`src/rtl/bar_to_foo_unpacker.sv`:
```
// Unpacks one packed bar word into BEATS foo slices over valid/ready.
// The next word loads on the last beat's handshake, so streaming has no bubbles.
module bar_to_foo_unpacker #(
    parameter int IN_W      = 21,
    parameter int OUT_W     = 3,
    parameter int MSB_FIRST = 0,
    parameter int CNT_W     = 16,
    localparam int BEATS    = IN_W / OUT_W,
    localparam int IDX_W    = (BEATS > 1) ? $clog2(BEATS) : 1
) (
    input  logic             clk,
    input  logic             rst_n,
    input  logic             bar_valid,
    output logic             bar_ready,
    input  logic [IN_W-1:0]  bar,
    output logic             foo_valid,
    input  logic             foo_ready,
    output logic [OUT_W-1:0] foo,
    output logic [IDX_W-1:0] foo_idx,
    output logic             foo_last,
    output logic             busy,
    output logic [CNT_W-1:0] words_done
);

    if ((IN_W % OUT_W) != 0) begin : g_width_check
        $error("IN_W must be a multiple of OUT_W");
    end

    typedef enum logic [0:0] {
        IDLE = 1'b0,
        SEND = 1'b1
    } state_t;

    state_t           state_q, state_d;
    logic [IDX_W-1:0] idx_q, idx_d;
    logic [IN_W-1:0]  hold_q, hold_d;
    logic [CNT_W-1:0] wd_q, wd_d;
    logic             ready_en_q;

    logic             at_last;
    logic [OUT_W-1:0] slice;
    logic [IN_W-1:0]  shifted;
    int               shamt;

    assign at_last    = (idx_q == IDX_W'(BEATS - 1));
    assign words_done = wd_q;

    // Select the current beat's slice out of the held word.
    always_comb begin
        shamt = 0;
        if (MSB_FIRST != 0) begin
            shamt = IN_W - ((int'(idx_q) + 1) * OUT_W);
        end else begin
            shamt = int'(idx_q) * OUT_W;
        end
        shifted = hold_q >> shamt;
        slice   = shifted[OUT_W-1:0];
    end

    // Next-state, handshake and output decode.
    always_comb begin
        state_d   = state_q;
        idx_d     = idx_q;
        hold_d    = hold_q;
        wd_d      = wd_q;
        bar_ready = 1'b0;
        foo_valid = 1'b0;
        foo       = '0;
        foo_idx   = '0;
        foo_last  = 1'b0;
        busy      = 1'b0;
        unique case (state_q)
            IDLE: begin
                bar_ready = ready_en_q;
                if (bar_valid && ready_en_q) begin
                    hold_d  = bar;
                    idx_d   = '0;
                    state_d = SEND;
                end
            end
            SEND: begin
                foo_valid = 1'b1;
                foo       = slice;
                foo_idx   = idx_q;
                foo_last  = at_last;
                busy      = 1'b1;
                if (foo_ready) begin
                    if (!at_last) begin
                        idx_d = idx_q + IDX_W'(1);
                    end else begin
                        wd_d      = wd_q + CNT_W'(1);
                        bar_ready = 1'b1;
                        if (bar_valid) begin
                            hold_d = bar;
                            idx_d  = '0;
                        end else begin
                            state_d = IDLE;
                        end
                    end
                end
            end
            default: state_d = IDLE;
        endcase
    end

    // Input acceptance is held off until the first clock after reset release.
    always_ff @(posedge clk or negedge rst_n) begin
        if (!rst_n) begin
            ready_en_q <= 1'b0;
        end else begin
            ready_en_q <= 1'b1;
        end
    end

    // State, beat index, held word and delivered-word counter.
    always_ff @(posedge clk or negedge rst_n) begin
        if (!rst_n) begin
            state_q <= IDLE;
            idx_q   <= '0;
            hold_q  <= '0;
            wd_q    <= '0;
        end else begin
            state_q <= state_d;
            idx_q   <= idx_d;
            hold_q  <= hold_d;
            wd_q    <= wd_d;
        end
    end

endmodule

```
`config.mk`:
```
export PLATFORM = sky130hd
export DESIGN_NAME = bar_to_foo_unpacker
export DESIGN_NICKNAME = d
export VERILOG_FILES = /design/src/rtl/bar_to_foo_unpacker.sv
export SDC_FILE = /design/constraint.sdc
export NUM_CORES = 1
export LEC_CHECK = 0
export CAP_MARGIN = 15
export CORE_MARGIN = 2
export CORE_UTILIZATION = 52
export CTS_CLUSTER_SIZE = 8
export DETAILED_ROUTE_END_ITERATION = 7
export PLACE_DENSITY = 0.85
export SLEW_MARGIN = 10
export SYNTH_ARGS = -nofsm -noshare
export SYNTH_HDL_FRONTEND = slang
export SYNTH_SLANG_ARGS = --single-unit
```
`constraint.sdc`:
```
create_clock -name clk -period 4.5 [get_ports clk]
set_input_delay 0.675 -clock clk [delete_from_list [all_inputs] [get_ports clk]]
set_output_delay 0.675 -clock clk [all_outputs]
set_load 0.01 [all_outputs]
```
==> flow_summary_export.csv <==
group,metric,value,unit
worst_setup_path,crit_slowest_cell,"dfrtp_1",
worst_setup_path,worst-r2r-cell-count,4,
synthesis,yosys.area.top_type,"dfrtp_1",
floorplanning,die_h,66.8,um
floorplanning,die_area,4460,sq um
sta,slew_viol_final,0,
synthesis,yosysWarnings,0,
synthesis,synth_ff_type,"dfrtp_1",
power,seq_power_share,40.7,%
synthesis,netlist_top_cells_area,"dfrtp_1 (51%), mux2_4 (15%), xnor2_1 (6.0%)",
synthesis,ys_async_sr_fraction,100,%
final_layout,diodes,0,
worst_setup_path,cp_top_family,"flip-flops",
power,pwr_density_cell,592,nW/um^2
sta,setup_tns,0,ps
final_layout,multi_input_area,935,sq um
cts,cts_tree,"done",
cts,clk_latency,300,ps
floorplanning,die_x,66.8,um
grt,grt-ovfl-total,0,
placement,place_congestion,0.718,
cts,clkTransAtPathRegs,80,ps
cts,holdBufCountCts,0,
grt,grtUsageMet1,24.2,%
min_path,min_from,"words_done[15]",
final_layout,fin_util,72.4,%
floorplanning,core,3720,sq um
sta,rsz0062_at_grt,"no",
worst_setup_path,start_kind,"flip-flop",
final_layout,area.sequential,1050,sq um
routing,drc,0,
sta,skew,7.26,ps
final_layout,layout-drive-gt1-share,19.9,%
outcome,status,"complete, no violations",
synthesis,synthCells,156,
worst_setup_path,worstPathArrival,2340,ps
worst_setup_path,r2r_slack,2320,ps
worst_setup_path,critical_path_class,"flip-flop to output port",
worst_setup_path,reg2reg_to,"hold_q[20]",
power,p_int,1.12,mW
routing,wire_per_inst,15.5,um
worst_setup_path,crit_start,"idx_q[0]",
cts,cts.path.max_buffers,2,
final_layout,nets,231,
routing,dr.first_iter.drc_count,48,
cts,clock-root-buffer,"clkbuf_8",
worst_setup_path,crit_chain,"mux4_2, o211a_1, clkdlybuf4s50_1",
final_layout,areaGrowthSynthToFinish,31.2,%
power,p_switching,0.469,mW
cts,ctsResizeCount,0,
routing,drt-pass1-iter-count,4,
grt,grt_use_met3,5.57,%
synthesis,synthesis.area_per_instance,13.1,sq um
sta,hold_viol,0,
worst_setup_path,crit_required,3830,ps
sta,fin_crit,3020,ps
synthesis,synth_cell_type_count,35,
power,ir_worst_vdd,392,uV
synthesis,syn_nets,182,
cts,cts_setup_buffers,0,
sta,setup_viol,0,
routing,vias,1413,
worst_setup_path,end_kind,"output port",
sta,max_slew_margin,39.7,%
sta,max_freq,0.331,GHz
synthesis,ys_ff_latch,42,
floorplanning,initial_core_util,55.2,%
power,finalPower,1.59,mW
placement,place_area,2550,sq um
final_layout,final_area,2690,sq um
power,p_sw_share,29.5,%
grt,grt_pass1_wl,6530,um
power,p_leak,1.20,nW
min_path,holdPathStages,1,
placement,hpwl,2890,um
grt,grtUsageMet2,34.3,%
grt,top_usage_layer,"met2",
synthesis,synth_edf_count,0,
synthesis,synth_top_area_share,51.3,%
power,comb_power_share,37.1,%
routing,ant_nets,0,
cts,numCtsBuffers,5,
cts,cts.htree.levels,2,
grt,grt_use_total,20.1,%
worst_setup_path,worst_r2r_startpoint,"idx_q[0]",
worst_setup_path,slowest_delay,740,ps
floorplanning,row_count,22,
grt,grt_pass1_vias,1415,
synthesis,synth_most_common_cell,"dfrtp_1",
worst_setup_path,cp_max_fo,17,
grt,antenna_found_initial,0,
worst_setup_path,path_buf_inv,1,
run,maxCapViolCount,0,
grt,grt_max_degree,43,
synthesis,seq_area_frac_synth,51.3,%
placement,place.port_buffers,50,
sta,worstMarginPinSlew,905,ps
power,power_frac_clock,22.3,%
cts,cts_sinks,42,
min_path,hold_end,"words_done[15]",
routing,via_per_inst,5.56,
synthesis,syn_area,2050,sq um
synthesis,synthTopCellsByCount,"dfrtp_1 (42), mux2_4 (20), xnor2_1 (14)",
final_layout,fillers,255,
routing,routed_wl,3930,um
sta,fin_crit_sh,67.1,%
floorplanning,ios,51,
min_path,hp-class,"flip-flop to flip-flop",
## kinds of logic after synthesis
family          count (synthesis)  share of synthesized area (%)
flops                          42                           51.3
mux                            29                           21.0
compound gates                 14                           5.31
simple gates                   43                           12.1
other cells                     1                          0.183
xor+xnor                       15                           6.41
buf+inv                        11                           3.17
fa+ha+maj                       1                          0.610
## stage by stage
stage / std cells / worst slack, ps / hold WS, ps
2_1_floorplan: 156 / 2640 / 379
3_3_place_gp: 246 / 1640 / 465
3_5_place_dp: 246 / 1630 / 464
4_1_cts: 254 / 1480 / 480
5_1_grt: 254 / 1380 / 489
6_report: 254 / 1480 / 472
## cells in the final DEF (no fill, tap or decap), types with 3 or more instances in the layout
cell type,instances
inv_1,3
a21oi_1,3
mux2i_1,4
o211a_1,3
mux2_4,20
dfrtp_1,42
nand2_1,13
nand4_1,5
mux4_2,3
xnor2_1,14
clkdlybuf4s50_1,49
clkbuf_8,5
nand3_1,9
nor2_1,3
o211ai_1,4
## flip-flops by register name, indices dropped and copies added (netlist names)
name and count:
state_q 1, idx_q 3, words_done 16, hold_q 21, ready_en_q 1
## layer usage
layer	wire (um)	vias up
met2	2030	45
li1	-	650
met3	200	7
met1	1630	711
met4	61	0
met5	0	-
## power groups by stage
stage | combinational (mW) | clock (mW) | sequential, mW
6_report | 0.590 | 0.355 | 0.647
5_1_grt | 0.634 | 0.379 | 0.665
4_1_cts | 0.598 | 0.361 | 0.647
3_5_place_dp | 0.592 | 0 | 0.653
3_3_place_gp | 0.580 | 0 | 0.640
2_1_floorplan | 0.443 | 0 | 0.577
## area by class of cell
type,instances,area share (%)
clock buffers,5,2.56
multi-input cells,103,34.7
flip-flops and latches,42,39.1
well taps,48,2.23
repair buffers,50,18.4
inverters,3,0.419
clock inverters,3,2.56
## worst max-delay path by stage
stage / endpoint / slack, ps / cells past startpoint
floorplan: foo[0] / 2640 / 3
global placement: bar_ready / 1640 / 4
detailed placement: bar_ready / 1630 / 4
CTS: foo[2] / 1480 / 3
global route: foo[2] / 1380 / 3
finish: foo[2] / 1480 / 3
## worst register-to-register path, stage by stage (launching register included)
cell	delay, ps
dfrtp_1	740
nand3b_4	290
o22ai_2	100
nand2_2	530
mux2_2	410
Power figures use the tool's default switching activity.
